**config.mk**
```make
export PLATFORM = sky130hd
export DESIGN_NAME = keypad_event_decoder
export DESIGN_NICKNAME = d
export VERILOG_FILES = /design/src/rtl/keypad_pkg.sv /design/src/rtl/keypad_event_fifo.sv /design/src/rtl/keypad_event_decoder.sv
export SDC_FILE = /design/constraint.sdc
export NUM_CORES = 1
export LEC_CHECK = 0
export CORE_UTILIZATION = 60
export CTS_CLUSTER_SIZE = 40
export DETAILED_ROUTE_END_ITERATION = 10
export PLACE_DENSITY = 0.89
export SETUP_SLACK_MARGIN = 0.4
export SLEW_MARGIN = 10
export SYNTH_ARGS = -nofsm -noshare
export SYNTH_HDL_FRONTEND = slang
export SYNTH_HIERARCHICAL = 1
export SYNTH_SLANG_ARGS = --single-unit
```
**constraint.sdc**
```tcl
create_clock -name clk -period 3.03 [get_ports clk]
set_clock_uncertainty 0.15 [all_clocks]
set_input_delay 0.4545 -clock clk [delete_from_list [all_inputs] [get_ports clk]]
set_output_delay 0.4545 -clock clk [all_outputs]
set_load 0.01 [all_outputs]
```
**src/rtl/keypad_pkg.sv**
```systemverilog
`default_nettype none
// +----------------------------------------------------------------------+
// | keypad_pkg : shared keypad key-code and event-format constants        |
// | Revision   : 1.0                                                      |
// +----------------------------------------------------------------------+
package keypad_pkg;

   localparam int KEY_COUNT     = 16;
   localparam int KEY_CODE_W    = 4;
   localparam int EVT_W         = 5;
   localparam int EVT_PRESS_BIT = 4;
   localparam int EVT_CODE_HI   = 3;
   localparam int EVT_CODE_LO   = 0;
   localparam int ROWS          = 4;
   localparam int COLS          = 4;

   function automatic logic [KEY_CODE_W-1:0] key_code(input int row, input int col);
      return KEY_CODE_W'(COLS * row + col);
   endfunction

endpackage
`default_nettype wire

```
**src/rtl/keypad_event_fifo.sv**
```systemverilog
`default_nettype none
// +----------------------------------------------------------------------+
// | keypad_event_fifo : synchronous show-ahead FIFO, head is 0 when empty |
// | Revision          : 1.0                                               |
// +----------------------------------------------------------------------+
module keypad_event_fifo #(
   parameter int WIDTH = 5,
   parameter int DEPTH = 4
) (
   input  logic                     clk,
   input  logic                     rst,
   input  logic                     push,
   input  logic [WIDTH-1:0]         push_data,
   input  logic                     pop,
   output logic [WIDTH-1:0]         head,
   output logic [$clog2(DEPTH):0]   count,
   output logic                     full,
   output logic                     empty
);

   localparam int ADDR_W = $clog2(DEPTH);
   localparam int CNT_W  = ADDR_W + 1;

   logic [WIDTH-1:0]  r_mem [DEPTH];
   logic [ADDR_W-1:0] r_wr_ptr;
   logic [ADDR_W-1:0] r_rd_ptr;
   logic [CNT_W-1:0]  r_count;
   logic              w_push;
   logic              w_pop;

   assign full   = (r_count == CNT_W'(DEPTH));
   assign empty  = (r_count == '0);
   assign count  = r_count;
   assign head   = empty ? '0 : r_mem[r_rd_ptr];
   assign w_push = push & ~full;
   assign w_pop  = pop & ~empty;

   always_ff @(posedge clk or negedge rst) begin
      if (!rst) begin
         r_wr_ptr <= '0;
         r_rd_ptr <= '0;
         r_count  <= '0;
      end else begin
         if (w_push) r_wr_ptr <= r_wr_ptr + ADDR_W'(1);
         if (w_pop)  r_rd_ptr <= r_rd_ptr + ADDR_W'(1);
         case ({w_push, w_pop})
            2'b10:   r_count <= r_count + CNT_W'(1);
            2'b01:   r_count <= r_count - CNT_W'(1);
            default: r_count <= r_count;
         endcase
      end
   end

   // Storage needs no reset: head is masked while the FIFO is empty.
   always_ff @(posedge clk) begin
      if (w_push) r_mem[r_wr_ptr] <= push_data;
   end

endmodule
`default_nettype wire

```
**src/rtl/keypad_event_decoder.sv**
```systemverilog
`default_nettype none
// +----------------------------------------------------------------------+
// | keypad_event_decoder : debounces 16 keys, queues press/release events |
// | Revision             : 1.0                                            |
// +----------------------------------------------------------------------+
module keypad_event_decoder
   import keypad_pkg::*;
#(
   parameter int SAMPLE_CYCLES    = 2000004,
   parameter int DEBOUNCE_SAMPLES = 3,
   parameter int FIFO_DEPTH       = 4
) (
   input  logic                 clk,
   input  logic                 rst,
   input  logic [COLS-1:0]      rowState0,
   input  logic [COLS-1:0]      rowState1,
   input  logic [COLS-1:0]      rowState2,
   input  logic [COLS-1:0]      rowState3,
   output logic                 evt_valid,
   output logic [EVT_W-1:0]     evt_data,
   input  logic                 evt_ready,
   output logic [KEY_COUNT-1:0] key_state,
   output logic                 any_pressed,
   output logic                 overflow,
   input  logic                 clr_overflow
);

   localparam int         SAMPLE_W   = (SAMPLE_CYCLES > 1) ? $clog2(SAMPLE_CYCLES) : 1;
   localparam int         FIFO_CNT_W = $clog2(FIFO_DEPTH) + 1;
   localparam logic [4:0] DB_LIMIT   = 5'(DEBOUNCE_SAMPLES);

   logic [SAMPLE_W-1:0]   r_sample_cnt;
   logic                  w_tick;
   logic [COLS-1:0]       w_rows [ROWS];
   logic [KEY_COUNT-1:0]  w_raw;
   logic [3:0]            r_db_cnt [KEY_COUNT];
   logic [3:0]            w_db_nxt [KEY_COUNT];
   logic [KEY_COUNT-1:0]  w_flip;
   logic [KEY_COUNT-1:0]  r_key_state;
   logic [KEY_COUNT-1:0]  r_pending;
   logic [KEY_COUNT-1:0]  w_pending_nxt;
   logic [KEY_COUNT-1:0]  w_cancel;
   logic [KEY_COUNT-1:0]  w_clear;
   logic [KEY_CODE_W-1:0] w_sel;
   logic                  w_push;
   logic [EVT_W-1:0]      w_push_data;
   logic                  r_overflow;
   logic                  w_pop;
   logic [EVT_W-1:0]      w_fifo_head;
   logic [FIFO_CNT_W-1:0] w_fifo_count;
   logic                  w_fifo_full;
   logic                  w_fifo_empty;
   logic                  w_fifo_count_unused;

   assign w_tick = (r_sample_cnt == SAMPLE_W'(SAMPLE_CYCLES - 1));

   always_ff @(posedge clk or negedge rst) begin
      if (!rst)        r_sample_cnt <= '0;
      else if (w_tick) r_sample_cnt <= '0;
      else             r_sample_cnt <= r_sample_cnt + SAMPLE_W'(1);
   end

   assign w_rows[0] = rowState0;
   assign w_rows[1] = rowState1;
   assign w_rows[2] = rowState2;
   assign w_rows[3] = rowState3;

   always_comb begin
      w_raw = '0;
      for (int r = 0; r < ROWS; r++) begin
         for (int c = 0; c < COLS; c++) begin
            w_raw[key_code(r, c)] = w_rows[r][c];
         end
      end
   end

   always_comb begin
      w_flip = '0;
      for (int k = 0; k < KEY_COUNT; k++) begin
         w_db_nxt[k] = r_db_cnt[k];
         if (w_tick) begin
            if (w_raw[k] == r_key_state[k]) begin
               w_db_nxt[k] = '0;
            end else if (({1'b0, r_db_cnt[k]} + 5'd1) == DB_LIMIT) begin
               w_flip[k]   = 1'b1;
               w_db_nxt[k] = '0;
            end else begin
               w_db_nxt[k] = r_db_cnt[k] + 4'd1;
            end
         end
      end
   end

   // Lowest pending code wins the single push slot each cycle.
   always_comb begin
      w_sel = '0;
      for (int k = KEY_COUNT - 1; k >= 0; k--) begin
         if (r_pending[k]) w_sel = KEY_CODE_W'(k);
      end
   end

   assign w_push  = (|r_pending) & ~w_fifo_full;
   assign w_clear = w_push ? (KEY_COUNT'(1) << w_sel) : '0;

   always_comb begin
      w_push_data                          = '0;
      w_push_data[EVT_PRESS_BIT]           = r_key_state[w_sel];
      w_push_data[EVT_CODE_HI:EVT_CODE_LO] = w_sel;
   end

   // A flip on an unsent event cancels the pair; a flip racing its own push queues anew.
   always_comb begin
      w_pending_nxt = '0;
      w_cancel      = '0;
      for (int k = 0; k < KEY_COUNT; k++) begin
         if (w_flip[k]) begin
            w_pending_nxt[k] = w_clear[k] | ~r_pending[k];
            w_cancel[k]      = r_pending[k] & ~w_clear[k];
         end else begin
            w_pending_nxt[k] = r_pending[k] & ~w_clear[k];
         end
      end
   end

   always_ff @(posedge clk or negedge rst) begin
      if (!rst) begin
         r_key_state <= '0;
         r_pending   <= '0;
         r_overflow  <= 1'b0;
         for (int k = 0; k < KEY_COUNT; k++) r_db_cnt[k] <= '0;
      end else begin
         r_key_state <= r_key_state ^ w_flip;
         r_pending   <= w_pending_nxt;
         for (int k = 0; k < KEY_COUNT; k++) r_db_cnt[k] <= w_db_nxt[k];
         if (|w_cancel)         r_overflow <= 1'b1;
         else if (clr_overflow) r_overflow <= 1'b0;
      end
   end

   keypad_event_fifo #(
      .WIDTH (EVT_W),
      .DEPTH (FIFO_DEPTH)
   ) u_fifo (
      .clk       (clk),
      .rst       (rst),
      .push      (w_push),
      .push_data (w_push_data),
      .pop       (w_pop),
      .head      (w_fifo_head),
      .count     (w_fifo_count),
      .full      (w_fifo_full),
      .empty     (w_fifo_empty)
   );

   assign w_fifo_count_unused = |w_fifo_count;

   assign evt_valid   = ~w_fifo_empty;
   assign evt_data    = w_fifo_head;
   assign w_pop       = evt_valid & evt_ready;
   assign key_state   = r_key_state;
   assign any_pressed = |r_key_state;
   assign overflow    = r_overflow;

endmodule
`default_nettype wire
```
### Yosys cells after proc, flatten, opt, wreduce, memory -nomap -nowiden

Memory sizes are Yosys's and may differ from the RTL's.
Cells that the tools add are included.

* memories kept: 1
* bits in writable memories: 20
* register bits after elaboration: 125
* word-level logic and storage cells: 314
* bits of input ports: 20

Memories
* u_fifo.r_mem: words 4, width 5, read ports 1, clocked after memory_dff 0, write ports 1, RTL line keypad_event_fifo.sv:24 `logic [WIDTH-1:0] r_mem [DEPTH];`

* add/subtract/negate cells: 37
* shifts and indexed selects: 1
* reductions and logical operators: 6
* magnitude comparators: 1
* multiplexer cells: 138
* bitwise logic cells: 71
* equality and inequality tests: 36

Operator list (count)
* $mux 4: 48
* $mux 1: 85
* $add 4x1->5 const B: 16
* $eq 5x2->1 const B: 16
* $add 4x1->4 const B: 16
* $reduce_or 16->1: 3
* $not 1->1: 34
* $add 21x1->21 const B: 1
* $eq 21x21->1 const B: 1
* $mux 21: 1
* $and 1x1->1: 20
* $eq 1x1->1: 16
* $mux 16: 1
* $or 1x1->1: 16
* $shl 1x4->16 const A: 1
* $xor 16x16->16: 1
* $pmux 3 s2: 1
* $lt 4x5->1 const B: 1
* $mux 5: 1
* $add 2x1->2 const B: 2
* $bmux 1 s4: 1
* $reduce_bool 2->1: 2
* $add 3x1->3 const B: 1
* $eq 3x3->1 const B: 1
* 4 further kinds: 4

### Logic depth before layout (Yosys ltp)

* depth after elaboration: 23
* depth in mapped cells: 12
* mapped depth without buffers: 12

### Cells and area by module

Netlist, hierarchy kept.

By module, submodules not included
* keypad_event_decoder: cells each 738, area each 6730.2 um^2, instances 1, seq. area each 2952.8 um^2
* keypad_event_fifo: cells each 70, area each 1212.4 um^2, instances 1, seq. area each 775.7 um^2

### Least setup slack after synthesis

No wires, ideal clock.

* path kind: register to register
* start: reg r_sample_cnt[0]
* end: reg r_overflow (netlist: overflow)
* data arrival time: 2390 ps
* stages on the path, launching flop included: 12
* setup slack: 421 ps
* setup time: 68 ps
* clock period less this slack: 2609 ps
* required time: 2812 ps
* cells stage by stage: dfrtp_1 -> ha_1 -> or4b_1 -> nor3_1 -> nand3_2 -> buf_2 -> buf_2 -> nor3_1 -> ha_1 -> nor4_1 -> and3_1 -> nand3_1

* word-level cells in the longest chain between the ends: 5

Ends and longest elaborated chain
* from (decl): RTL line keypad_event_decoder.sv:32 `logic [SAMPLE_W-1:0] r_sample_cnt;`
* from (signal assigned): RTL line keypad_event_decoder.sv:60 `else r_sample_cnt <= r_sample_cnt + SAMPLE_W'(1);`
* $eq 21x21->1 (*): RTL line keypad_event_decoder.sv:55 `assign w_tick = (r_sample_cnt == SAMPLE_W'(SAMPLE_CYCLES - 1));`
* $mux 1: RTL line keypad_event_decoder.sv:81 `if (w_tick) begin`
* $mux 1: RTL line keypad_event_decoder.sv:116 `if (w_flip[k]) begin`
* $reduce_or 16->1 (*): RTL line keypad_event_decoder.sv:135 `if (|w_cancel) r_overflow <= 1'b1;`
* $mux 1 or $reduce_bool 2->1 (tied branches)
* to (signal assigned): RTL line keypad_event_decoder.sv:129 `r_overflow <= 1'b0;`
* to (signal assigned): RTL line keypad_event_decoder.sv:135
* to (signal assigned): RTL line keypad_event_decoder.sv:136 `else if (clr_overflow) r_overflow <= 1'b0;`
* to (decl): RTL line keypad_event_decoder.sv:47 `logic r_overflow;`

Mark *: on every way between the ends. The rest lies on a longest branch, timed or not.
A chain may end at the register's enable or synchronous reset.

### Worst setup path after layout

* start: reg r_pending[14]
* end: mem u_fifo.r_mem[1][4] (data pin)

* word-level cells in the longest chain between the ends: 17

Ends and longest elaborated chain
* from (decl): RTL line keypad_event_decoder.sv:40 `logic [KEY_COUNT-1:0] r_pending;`
* from (signal assigned): RTL line keypad_event_decoder.sv:133 `r_pending <= w_pending_nxt;`
* $mux 4 (15 in series): RTL line keypad_event_decoder.sv:98 `if (r_pending[k]) w_sel = KEY_CODE_W'(k);`
* $bmux 1 s4: RTL line keypad_event_decoder.sv:107 `w_push_data[EVT_PRESS_BIT] = r_key_state[w_sel];`
* $mux 1 (not written as such): RTL line keypad_event_decoder.sv:107
* net w_push_data[4]: RTL line keypad_event_decoder.sv:46 `logic [EVT_W-1:0] w_push_data;`
* to (decl): RTL line keypad_event_fifo.sv:24

The timed path passes the listed nets, and every way through them passes these cells. The select of a mux whose other input is x is not followed.

==> results.cfg <==
[run_status]
status = finished, final reports clean

[routing]
wl_per_cell_um = 19.4
drt_iter0_markers = 674
routed_via_density = 6.23
dr.pass1.iters = 5
drc = 0
wirelength_um = 21100
ant_nets = 0
vias = 6786

[timing]
setup_tns_ns = 0
setup_ws_ns = 0.272
tightestPinTransition_ns = 0.732
period_share_pct = 91.0
finalMaxSlewViolations = 0
hold_viol = 0
slew_headroom_pct = 50.8
min_period_ns = 2.76
fmax_mhz = 363
final-setup-viol-count = 0
rsz0062_at_grt = yes

[global_route]
grt_pass1_vias = 6197
grt_pass1_wl_um = 30000
grt_max_degree = 81
antenna_found_initial = 0
overflow = 0
grt.total_usage_pct = 29.3

[synthesis]
synthArstFlopShare_pct = 86.2
synthCells = 808
synth_edf_count = 20
ys_seq_elements = 145
synthFlopType = dfrtp_1
ys_warn_count = 6
yosysSeqAreaShare_pct = 46.9
synth.distinct_cells = 53
synth_nets = 883
syn_area_um2 = 7940
synth.avg_cell_area_um2 = 9.83

[pwr]
ir_drop_v = 0.000633
leakage_nw = 4.52
power_mw = 8.66
power_density_nw_per_um2 = 865

[clock_tree]
cts.sinks = 145
cts_root_buf = clkbuf_16
cts_tree = done
numCtsBuffers = 17
clockBufferDepth = 2
htreeDepth = 4
clkTransAtPathRegs_ns = 0.07
clkLatencyLatePin_ns = 0.45

[critical_path]
cp.required_ns = 3.05
cp-start-kind = register
path_delay_family = compound AO/OA/AOI/OAI gates
crit_path_end_kind = register
critPathKind = reg -> reg
cp.arrival_ns = 2.78
path_cells = nand2b_1 > a221o_1 > a211oi_4 > buf_6 > nor2b_2 > a2111oi_2 > a311oi_1 > a211o_1
critPathMaxFanout = 4
path_buf_inv = 1
crit_path_top_delay_cell = dfrtp_1
cpPeakStageDelay_ns = 0.42

[placement]
place.gp.congestion = 1.00
dp_hpwl_um = 11500
port_buffers = 43
post_dp_cell_area_um2 = 8660
dp_slack_ns = 0.166

[layout]
register_area_um2 = 3740
drive_above_1_share_pct = 19.7
synthToLayoutAreaGrowth_pct = 26.0
fillCellCount = 728
antenna_cells = 0
multiInputGateArea_um2 = 4260
layout.nets = 979
final_area_um2 = 10000

[floorplan]
die_h_um = 117
fp.coreArea_um2 = 12800
ios = 44
chipWidth_um = 117
start_util_pct = 62.2
dieArea_um2 = 13700
rows = 41

[flow_run]
maxCapViolCount = 0

[min_path]
hold_path_class = reg -> reg
[repair_timing]
item | 4_1_cts | 5_1_grt
endpoints found under the setup margin | 20 | 38
setup buffers | 7 | 22
hold buffers | 1 | 0
gates cloned | 0 | 5
hold endpoints to repair | 40 | 0
pin swaps | 3 | 15
gates resized for setup | 14 | 67
[logic make-up after synthesis]
family	after synthesis	share of synthesized area, %
AOI/OAI and AO/OA	145	11.4
xor gates and xnor gates	41	4.52
adders and majority gates	55	8.76
buffers and inverters	53	2.88
DFF	145	46.9
muxes	27	4.66
and+or+nand+nor	342	20.8
[path summary, 6_finish.rpt]
path / from / endpoint / slack, ns / cells after the start
max in group asynchronous: rst / key_state[4]$_DFF_PN0_ / 1.59 / 3
setup / recovery: r_pending[14]$_DFF_PN0_ / u_fifo/r_mem[1][4]$_DFFE_PP_ / 0.27 / 8
min in group asynchronous: rst / r_sample_cnt[0]$_DFF_PN0_ / 0.39 / 2
hold reg to reg: r_sample_cnt[8]$_DFF_PN0_ / r_sample_cnt[8]$_DFF_PN0_ / 0.35 / 1
setup reg to reg: r_pending[14]$_DFF_PN0_ / u_fifo/r_mem[1][4]$_DFFE_PP_ / 0.27 / 8
hold / removal: r_sample_cnt[8]$_DFF_PN0_ / r_sample_cnt[8]$_DFF_PN0_ / 0.35 / 1
[where the power goes]
group / switching, mW / total [mW] / leakage, nW / internal, mW
Combinational: 1.87 / 3.49 / 2.46 / 1.62
Clock: 0.867 / 2.47 / 0.334 / 1.61
Sequential: 0.222 / 2.69 / 1.72 / 2.47
Total: 2.96 / 8.66 / 4.52 / 5.70
[cells in the mapped netlist (all sizes together), types with 14 or more instances]
library cell / instances / area, um2
a21oi: 21 / 109
a32o: 16 / 160
buf: 14 / 72.6
dfrtp: 125 / 3130
edfxtp: 20 / 601
ha: 54 / 676
inv: 32 / 120
mux2: 17 / 195
nand2: 93 / 349
nand3: 44 / 225
nand3b: 16 / 120
nor2: 98 / 368
nor3: 42 / 221
o21ai: 81 / 405
xnor2: 29 / 254
[routing by layer]
layer  wire length (um)  global-route usage [%]  part of all wire [%]  vias to the layer above
li1                   -                       -                     -                     3049
met1               8420                    37.3                    40                     3314
met2              10500                    47.5                    50                      344
met3               1500                    7.57                   7.1                       79
met4                726                    13.2                   3.4                        0
met5                  0                       0                     0                        -
[cells in the final DEF, fill, tap and decap left out, types with 6 or more instances in the layout]
cell               n
nand3_1           42
xnor2_1           29
mux4_2             6
bufinv_16          6
clkdlybuf4s50_1   36
o21ai_0           35
nand3b_1          16
xor2_1            12
buf_4             44
o21ai_1           45
mux2_2            16
dfrtp_2            6
clkbuf_16         23
ha_1              51
nor4_2             6
nor2_1            90
a21oi_1           19
nor3_2             9
nand2_1           91
inv_1             29
nor2b_1            8
edfxtp_1          20
a21boi_0           9
nor3_1            28
dfrtp_1          119
nor2_2             6
a32o_1            16
[cell type report]
cell class                      instances  area share [%]
Inverter                               32            1.24
Tap cell                              172            2.15
Sequential cell                       145            37.3
Timing Repair Buffer                   98            9.88
Clock inverter                         12            2.25
Multi-Input combinational cell        610            42.5
Clock buffer                           20            4.61
[worst reg2reg max path: cells and delay by family (launching register included)]
family | cells | cell delay, ns
flip-flops | 1 | 0.42
AO/OA/AOI/OAI | 5 | 1.52
buffers and inverters | 1 | 0.16
AND/OR/NAND/NOR | 2 | 0.24
[metrics by stage]
stage | utilization, % | hold WS [ns] | cells
2_1_floorplan | - | 0.00891 | 808
3_3_place_gp | 67.8 | 0.309 | 1022
3_5_place_dp | 67.8 | 0.324 | 1022
4_1_cts | 73.9 | 0.332 | 1062
5_1_grt | 78.3 | 0.377 | 1089
6_report | 78.3 | 0.350 | 1089
[registers in the layout, indices dropped and copies added (netlist names)]
register and count:
key_state 16, overflow 1, u_fifo/r_wr_ptr 2, u_fifo/r_mem 20
u_fifo/r_rd_ptr 2, r_sample_cnt 21, r_pending 16, r_db_cnt 64
u_fifo/count 3
No activity file was read; power rests on OpenSTA's default activity.
